==> src/rtl/shift_pkg.sv <==
// Shared types for the parallel-to-serial front end: shift-register control codes and FSM states.
package shift_pkg;

  typedef enum logic [1:0] {
    SR_HOLD = 2'b00,
    SR_SHL  = 2'b01,
    SR_SHR  = 2'b10,
    SR_LOAD = 2'b11
  } sr_ctrl_t;

  typedef enum logic {
    S_IDLE  = 1'b0,
    S_SHIFT = 1'b1
  } ser_state_t;

endpackage

==> src/rtl/univ_shift_reg.sv <==
// Universal N-bit shift register: hold, shift left, shift right or parallel load.
module univ_shift_reg
  import shift_pkg::*;
#(
  parameter int unsigned N = 8
) (
  input  logic         clk,
  input  logic         reset,
  input  sr_ctrl_t     ctrl,
  input  logic [N-1:0] d,
  output logic [N-1:0] q
);

  logic [N-1:0] q_q;
  logic [N-1:0] q_d;

  // Serial fill comes from d[0] on left shifts and d[N-1] on right shifts.
  always_comb begin
    q_d = q_q;
    case (ctrl)
      SR_SHL:  q_d = {q_q[N-2:0], d[0]};
      SR_SHR:  q_d = {d[N-1], q_q[N-1:1]};
      SR_LOAD: q_d = d;
      default: q_d = q_q;
    endcase
  end

  always_ff @(posedge clk or posedge reset) begin
    if (reset) q_q <= '0;
    else       q_q <= q_d;
  end

  assign q = q_q;

endmodule

==> src/rtl/shift_serializer.sv <==
// Parallel-to-serial front end: accepts a word over valid/ready and streams it one bit per
// cycle, MSB- or LSB-first, with zero-gap back-to-back words.
module shift_serializer
  import shift_pkg::*;
#(
  parameter int unsigned N = 8
) (
  input  logic         clk,
  input  logic         reset,
  input  logic         in_valid,
  output logic         in_ready,
  input  logic [N-1:0] in_data,
  input  logic         lsb_first,
  output logic         ser_out,
  output logic         ser_valid,
  input  logic         ser_ready,
  output logic         ser_last,
  output logic         busy
);

  localparam int unsigned CW = $clog2(N);

  ser_state_t    state_q, state_d;
  logic [CW-1:0] bit_cnt_q, bit_cnt_d;
  logic          dir_q, dir_d;
  sr_ctrl_t      sr_ctrl;
  logic [N-1:0]  sr_d;
  logic [N-1:0]  sr_q;
  logic          accept;

  univ_shift_reg #(.N(N)) u_sreg (
    .clk   (clk),
    .reset (~reset),
    .ctrl  (sr_ctrl),
    .d     (sr_d),
    .q     (sr_q)
  );

  // Stream outputs depend only on state, shift register, counter and ser_ready.
  assign busy      = (state_q == S_SHIFT);
  assign ser_valid = busy;
  assign ser_last  = busy && (bit_cnt_q == CW'(N - 1));
  assign ser_out   = busy && (dir_q ? sr_q[0] : sr_q[N-1]);
  assign in_ready  = !busy || (ser_last && ser_ready);
  assign accept    = in_valid && in_ready;

  // Load beats shift, so a word arriving on the last-bit transfer follows with no gap.
  always_comb begin
    state_d   = state_q;
    bit_cnt_d = bit_cnt_q;
    dir_d     = dir_q;
    sr_ctrl   = SR_HOLD;
    sr_d      = '0;
    if (accept) begin
      sr_ctrl   = SR_LOAD;
      sr_d      = in_data;
      dir_d     = lsb_first;
      bit_cnt_d = '0;
      state_d   = S_SHIFT;
    end else if (busy && ser_ready) begin
      sr_ctrl = dir_q ? SR_SHR : SR_SHL;
      if (ser_last) state_d   = S_IDLE;
      else          bit_cnt_d = bit_cnt_q + CW'(1);
    end
  end

  always_ff @(posedge clk or negedge reset) begin
    if (!reset) begin
      state_q   <= S_IDLE;
      bit_cnt_q <= '0;
      dir_q     <= 1'b0;
    end else begin
      state_q   <= state_d;
      bit_cnt_q <= bit_cnt_d;
      dir_q     <= dir_d;
    end
  end

endmodule

==> config.mk <==
export PLATFORM = sky130hd
export DESIGN_NAME = shift_serializer
export DESIGN_NICKNAME = d
export VERILOG_FILES = /design/src/rtl/shift_pkg.sv /design/src/rtl/univ_shift_reg.sv /design/src/rtl/shift_serializer.sv
export SDC_FILE = /design/constraint.sdc
export NUM_CORES = 1
export LEC_CHECK = 0
export ABC_CLOCK_PERIOD_IN_PS = 5000
export CORE_MARGIN = 2
export CORE_UTILIZATION = 52
export CTS_CLUSTER_DIAMETER = 60
export DETAILED_ROUTE_END_ITERATION = 10
export GPL_TIMING_DRIVEN = 0
export PLACE_DENSITY = 0.82
export SLEW_MARGIN = 40
export SYNTH_ARGS = -nofsm -noshare
export SYNTH_HDL_FRONTEND = slang
export SYNTH_HIERARCHICAL = 1
export SYNTH_SLANG_ARGS = --single-unit
==> constraint.sdc <==
create_clock -name clk -period 5 [get_ports clk]
set_input_delay 1 -clock clk [delete_from_list [all_inputs] [get_ports clk]]
set_output_delay 1 -clock clk [all_outputs]
set_load 0.05 [all_outputs]
==> results by group, run 1 <==
Run status
  – Run status: completed

Yosys
  – Number of cells produced by synthesis: 68
  – Sequential element share of the synthesized area: 40.6%
  – Number of unique standard cell types used by synthesis: 23
  – Warnings from Yosys: 6
  – FF+latch count, synth: 13
  – Cell Area, Synth: 802 sq um
  – Total nets after synthesis: 83
  – Synth Area per Inst: 11.8 sq um

Global route
  – Global route total overflow: 0
  – Number of global-route vias before repair: 589
  – Antenna violations before repair: 0
  – GRT Overall Usage: 18.7%
  – First-pass GRT wire length: 2.58 mm
  – Maximum number of pins on one net before global-route repair: 11

Cells and area
  – Filler instances: 128
  – Share of final-layout standard cells stronger than drive strength 1: 21.3%
  – Leading cell type in the layout, fill and taps excluded: sky130_fd_sc_hd__clkdlybuf4s50_1
  – Final layout net count: 105
  – Commonest cells after routing, fill and taps aside: sky130_fd_sc_hd__clkdlybuf4s50_1 (17), sky130_fd_sc_hd__dfrtp_1 (13), sky130_fd_sc_hd__and2_1 (9)
  – Count of antenna diodes in the layout: 0
  – Synth-to-layout area growth: 27.0%
  – Layout Cells excl Fill: 105

Clocking
  – Clock latency on the worst-skew pair: 0.27 ns
  – Root Buffer: sky130_fd_sc_hd__clkbuf_4
  – CTS Hold Bufs: 0
  – CTS buffer count: 3
  – Clock net sink count: 13
  – Clock transition time at the flip-flop clock pins of the worst setup and hold paths: 0.08 ns
  – Number of H-tree levels: 1
  – Buffer levels on the longest clock path: 2
  – TritonCTS clock tree: built
  – Number of gates resized after cts: 0
  – Setup bufs post-CTS: 0

Power and ir drop
  – Portion of total power attributed to sequential cells: 38.3%
  – Leakage power summed over all cells: 0.000453 uW
  – Net Sw Frac: 35.7%
  – Share of total power in combinational logic: 47.5%
  – Clk pwr share: 14.2%
  – Sw Pwr: 163 uW
  – Maximum vdd ir drop: 0.228 mV
  – Internal power consumption: 295 uW
  – Total power density per cell area: 450 nW/um^2

Setup path
  – Number of cells traversed by the worst register-to-register path: 6
  – Crit. Startpoint: ser_ready
  – Critical-path cell list: clkdlybuf4s50_1 -> a21boi_2 -> inv_1 -> clkdlybuf4s50_1
  – Peak fanout along the critical path: 7
  – Timing endpoint of the critical path: in_ready
  – Cell repeated most along the worst path: sky130_fd_sc_hd__clkdlybuf4s50_1
  – Peak per-stage delay on the critical path: 0.79 ns
  – Worst setup slack for register-to-register paths: 2.96 ns
  – FF-to-FF End: u_sreg/q[3]
  – Critical path depth: 4
  – Slowest stage cell, crit path: sky130_fd_sc_hd__clkdlybuf4s50_1
  – Crit end category: output pin
  – Family with the most delay on the worst path: buffers and inverters
  – Crit path launch type: input pin
  – Endpoint required time on the critical path: 4.00 ns
  – Buffers plus inverters on the worst setup path: 3
  – Signal arrival time at the worst endpoint: 2.64 ns
  – Start-to-end type of the worst setup path: input pin to output pin
  – Launch instance of the worst register-to-register path: bit_cnt_q[0]

Worst hold path
  – Class of the tightest hold or removal check: flip-flop to flip-flop

Floorplan
  – Floorplan row count: 14
  – Overall die width: 43.3 um
  – Number of top-level pins: 18
  – Initial core utilization: 54.5%
  – Y dimension of the die: 43.3 um
  – Die footprint: 1870 sq um
  – Total core area: 1470 sq um

Place
  – Port Buf Inserts: 17
  – Placed insts: 101
  – Pre-CTS setup slack: 1.38 ns
  – Routability-driven placement congestion ratio: 0.768
  – Detail Placement HPWL: 1.16 mm

Timing
  – Max Clk Rate: 275 MHz
  – Summed negative setup slack over all endpoints: 0 ns
  – Worst-margin pin slew: 0.498 ns
  – Worst setup skew after layout: 0.000339 ns
  – Final critical-path share of the clock period: 72.8%
  – Final setup violating endpoints: 0
  – Total count of max-transition violations in the final report: 0
  – Max_slew headroom: 66.7%
  – Final Hold Viols: 0
  – Minimum clock period: 3.64 ns
  – Smallest hold slack: 0.541 ns
  – RSZ-0062 raised after global routing: false
  – Minimum setup slack in the final design: 1.36 ns

Drt
  – Sum of routed wire length over all layers: 1.52 mm
  – DRC violations left: 0
  – Via density: 5.51
  – Vias after detailed routing: 579
  – Pre-Repair DR Iteration Count: 4
  – Final antenna-violating net count: 0
  – Wirelength per Cell: 14.4 um
  – Iter 0 DRT Violations: 5

Run
  – Max-cap viol count: 0
-- worst min-delay path by stage --
stage / start / end / depth (start not counted)
after global routing: bit_cnt_q[1] / bit_cnt_q[1] / 1
final: bit_cnt_q[1] / bit_cnt_q[1] / 1
after detailed placement: bit_cnt_q[1] / bit_cnt_q[1] / 1
after global placement: bit_cnt_q[1] / bit_cnt_q[1] / 1
after floorplan: bit_cnt_q[1] / bit_cnt_q[1] / 1
after CTS: bit_cnt_q[1] / bit_cnt_q[1] / 1
-- Yosys cell counts --
cell / count / area, sq um
sky130_fd_sc_hd__dfrtp_1: 13 / 325
sky130_fd_sc_hd__and2_1: 9 / 56.3
sky130_fd_sc_hd__inv_1: 6 / 22.5
sky130_fd_sc_hd__mux4_2: 6 / 135
sky130_fd_sc_hd__o21ai_0: 4 / 20.0
sky130_fd_sc_hd__a22o_1: 3 / 26.3
sky130_fd_sc_hd__mux2i_1: 3 / 30.0
sky130_fd_sc_hd__nand2_1: 3 / 11.3
sky130_fd_sc_hd__nor2b_1: 3 / 18.8
sky130_fd_sc_hd__a22oi_1: 2 / 15.0
sky130_fd_sc_hd__a31o_2: 2 / 17.5
sky130_fd_sc_hd__buf_6: 2 / 22.5
sky130_fd_sc_hd__ha_1: 2 / 25.0
sky130_fd_sc_hd__a21boi_2: 1 / 11.3
sky130_fd_sc_hd__a21oi_1: 1 / 5.00
sky130_fd_sc_hd__buf_2: 1 / 5.00
sky130_fd_sc_hd__buf_4: 1 / 7.51
sky130_fd_sc_hd__mux2_2: 1 / 11.3
sky130_fd_sc_hd__nand2b_1: 1 / 6.26
sky130_fd_sc_hd__nor2_1: 1 / 3.75
sky130_fd_sc_hd__nor2b_4: 1 / 13.8
sky130_fd_sc_hd__o22ai_1: 1 / 6.26
sky130_fd_sc_hd__or2_2: 1 / 6.26
-- per-layer routing --
layer / share of wire (%) / up-vias / track usage, %
met5: 0 / - / 0
met4: 0 / 0 / 7.27
met3: 2.1 / 0 / 1.28
met2: 49 / 12 / 30.1
met1: 49 / 280 / 26.3
li1: - / 287 / -
-- power by group through the flow --
stage / clock network (uW) / registers [uW] / logic [uW]
6_report: 65.1 / 175 / 218
5_1_grt: 67.9 / 181 / 239
4_1_cts: 65.6 / 175 / 218
3_5_place_dp: 0 / 176 / 217
3_3_place_gp: 0 / 174 / 210
2_1_floorplan: 0 / 167 / 171
-- state kept, by name (all words and copies together) (netlist names) --
| name | flops |
|---|---|
| busy | 1 |
| u_sreg/q | 8 |
| dir_q | 1 |
| bit_cnt_q | 3 |
-- final cells by class --
type	count	area (sq um)	area share, %
Multi-Input combinational cell	45	419	41.2
Sequential cell	13	325	31.9
Timing Repair Buffer	17	170	16.7
Buffer	4	35.0	3.44
Clock buffer	4	26.3	2.58
Inverter	6	22.5	2.21
Tap cell	16	20.0	1.97
-- metrics by stage --
stage / total power, uW / instance area (sq um) / utilization [%]
after floorplan: 338 / 802 / -
after global placement: 384 / 992 / 67.4
after detailed placement: 393 / 992 / 67.4
after CTS: 459 / 1020 / 69.2
after global routing: 487 / 1020 / 69.2
final: 458 / 1020 / 69.2
-- logic make-up (layout without fill, tap and decap cells) --
logic type	Yosys count	in the layout	synth area share (%)
AOI/OAI and AO/OA	14	14	12.6
buffers and inverters	10	31	7.18
muxes	10	10	22.0
DFF	13	13	40.6
adders and majority gates	2	2	3.12
and+or+nand+nor	19	19	14.5
Note: power is estimated with default switching activity, not from simulation.
==> run 2: changes to the inputs <==
- ABC_CLOCK_PERIOD_IN_PS: 5000 -> 3650
- CORE_UTILIZATION: 52 -> 48
- PLACE_DENSITY: 0.82 -> 0.77
- clock period: 5 -> 3.65 ns (I/O delays scaled with it)
==> results by group, run 2 (synthesis results as in run 1) <==
Floorplan
  – Initial core utilization: 52.0% (-2.5 points)
  – Y dimension of the die: 44.9 um (+3.7%)
  – Total core area: 1540 sq um (+4.8%)
  – Number of top-level pins: 18 (unchanged)
  – Die footprint: 2010 sq um (+7.6%)
  – Floorplan row count: 14 (unchanged)
  – Overall die width: 44.9 um (+3.7%)

Cells and area
  – Filler instances: 131 (+2.3%)
  – Count of antenna diodes in the layout: 0 (unchanged)
  – Commonest cells after routing, fill and taps aside: sky130_fd_sc_hd__clkdlybuf4s50_1 (17), sky130_fd_sc_hd__dfrtp_1 (13), sky130_fd_sc_hd__and2_1 (9)
  – Area occupied by multi-input gates: 419 sq um (unchanged)
  – Share of final-layout standard cells stronger than drive strength 1: 21.3% (unchanged)
  – Number of flip-flops in the largest register: 8 (unchanged)
  – Final layout net count: 105 (unchanged)
  – Synth-to-layout area growth: 27.0% (unchanged)
  – Final core area utilization: 66.1% (-3.1 points)
  – Leading cell type in the layout, fill and taps excluded: sky130_fd_sc_hd__clkdlybuf4s50_1
  – FF+latch area: 325 sq um (unchanged)

Place
  – Port Buf Inserts: 17 (unchanged)
  – Routability-driven placement congestion ratio: 0.721 (-6.1%)
  – Detail Placement HPWL: 1.11 mm (-4.5%)

Setup path
  – Worst setup slack for register-to-register paths: 1.62 ns (-1.34 ns)
  – Endpoint required time on the critical path: 2.92 ns (-1.08 ns)
  – Crit end category: output pin
  – Start-to-end type of the worst setup path: input pin to output pin
  – FF-to-FF End: u_sreg/q[4]
  – Number of cells traversed by the worst register-to-register path: 6 (unchanged)
  – Crit path launch type: input pin
  – Crit. Startpoint: ser_ready
  – Timing endpoint of the critical path: in_ready
  – Signal arrival time at the worst endpoint: 2.37 ns (-0.27 ns)
  – Peak fanout along the critical path: 7 (unchanged)
  – Launch instance of the worst register-to-register path: bit_cnt_q[0]

Global route
  – Number of global-route vias before repair: 542 (-8.0%)
  – Maximum number of pins on one net before global-route repair: 11 (unchanged)
  – First-pass GRT wire length: 2.53 mm (-2.1%)
  – Global route total overflow: 0 (unchanged)
  – Antenna violations before repair: 0 (unchanged)
  – GRT Overall Usage: 18.5% (-0.28 points)

Drt
  – Routed metal-1 wirelength: 744 um (+1.1%)
  – Final antenna-violating net count: 0 (unchanged)
  – Via density: 5.66 (+2.6%)
  – Iter 0 DRT Violations: 18 (+13)
  – Met2 routed WL: 670 um (-10%)
  – Wirelength per Cell: 14.0 um (-3.2%)
  – Wire length on met3: 26 um (-19%)
  – Vias after detailed routing: 594 (+2.6%)
  – Sum of routed wire length over all layers: 1.47 mm (-3.2%)
  – Uppermost layer routed: met4
  – Pre-Repair DR Iteration Count: 4 (unchanged)
  – DRC violations left: 0 (unchanged)

Clocking
  – CTS buffer count: 3 (unchanged)
  – Clock latency on the worst-skew pair: 0.27 ns (about the same)
  – Setup bufs post-CTS: 0 (unchanged)
  – TritonCTS clock tree: built
  – Clock net sink count: 13 (unchanged)
  – CTS Hold Bufs: 0 (unchanged)
  – Number of gates resized after cts: 0 (unchanged)
  – Clock transition time at the flip-flop clock pins of the worst setup and hold paths: 0.08 ns (about the same)
  – Number of H-tree levels: 1 (unchanged)
  – Root Buffer: sky130_fd_sc_hd__clkbuf_4
  – Buffer levels on the longest clock path: 2 (unchanged)

Timing
  – Smallest hold slack: 0.540 ns (-0.000122 ns)
  – Total count of max-transition violations in the final report: 0 (unchanged)
  – Minimum clock period: 3.10 ns
  – Worst-margin pin slew: 0.500 ns (+0.00135 ns)
  – Final Hold Viols: 0 (unchanged)
  – RSZ-0062 raised after global routing: false
  – Max_slew headroom: 66.6% (-0.091 points)
  – Final critical-path share of the clock period: 85.0%
  – Worst setup skew after layout: 0.00119 ns (+0.000853 ns)
  – Max Clk Rate: 322 MHz
  – Summed negative setup slack over all endpoints: 0 ns (unchanged)
  – Final setup violating endpoints: 0 (unchanged)

Worst hold path
  – Class of the tightest hold or removal check: flip-flop to flip-flop
  – Source of the worst hold timing path: bit_cnt_q[1]

Power and ir drop
  – Total power density per cell area: 610 nW/um^2 (+36%)
  – Leakage power summed over all cells: 0.000453 uW (unchanged)
  – Maximum vdd ir drop: 0.350 mV (+53%)

Run status
  – Run status: completed

Run
  – Max-cap viol count: 0 (unchanged)
[run 2: cell counts in the layout (fill, tap and decap cells not counted)]
Identical to the previous run, type by type.
[run 2: power by group]
group | leakage, uW | switching [uW] | internal, uW
Clock | 0.0000150 | 45.7 | 42.3
Sequential | 0.000169 | 43.1 | 195
Combinational | 0.000269 | 130 | 166
[run 2: worst min path at each step]
stage | to | slack [ns] | cells past startpoint
finish | bit_cnt_q[1] | 0.54 | 1
global route | bit_cnt_q[1] | 0.58 | 1
CTS | bit_cnt_q[1] | 0.54 | 1
detailed placement | bit_cnt_q[1] | 0.53 | 1
global placement | bit_cnt_q[2] | 0.52 | 1
floorplan | bit_cnt_q[0] | 0.43 | 0
[run 2: final cells by class]
class / count / area share (%)
multi-input cells: 45 / 41.2
flip-flops and latches: 13 / 31.9
repair buffers: 17 / 16.7
plain buffers: 4 / 3.44
clock buffers: 4 / 2.58
inverters: 6 / 2.21
well taps: 16 / 1.97
[run 2: critical path: stages]
cell                              delay [ns]
sky130_fd_sc_hd__clkdlybuf4s50_1        0.62
sky130_fd_sc_hd__a21boi_2               0.15
sky130_fd_sc_hd__inv_1                  0.07
sky130_fd_sc_hd__clkdlybuf4s50_1        0.80
[run 2: stage by stage]
stage	power (uW)	instances	area [sq um]	worst slack [ns]
after floorplan	463	68	802	1.31
after global placement	527	101	992	0.561
after CTS	627	105	1020	0.551
after global routing	672	105	1020	0.481
after detailed placement	538	101	992	0.549
final	621	105	1020	0.548
[run 2: layer usage]
| layer | GRT usage, % | vias up |
|---|---|---|
| met2 | 23.5 | 10 |
| met3 | 2.40 | 2 |
| met5 | 0 | - |
| met1 | 28.1 | 296 |
| met4 | 14.1 | 0 |
| li1 | - | 286 |
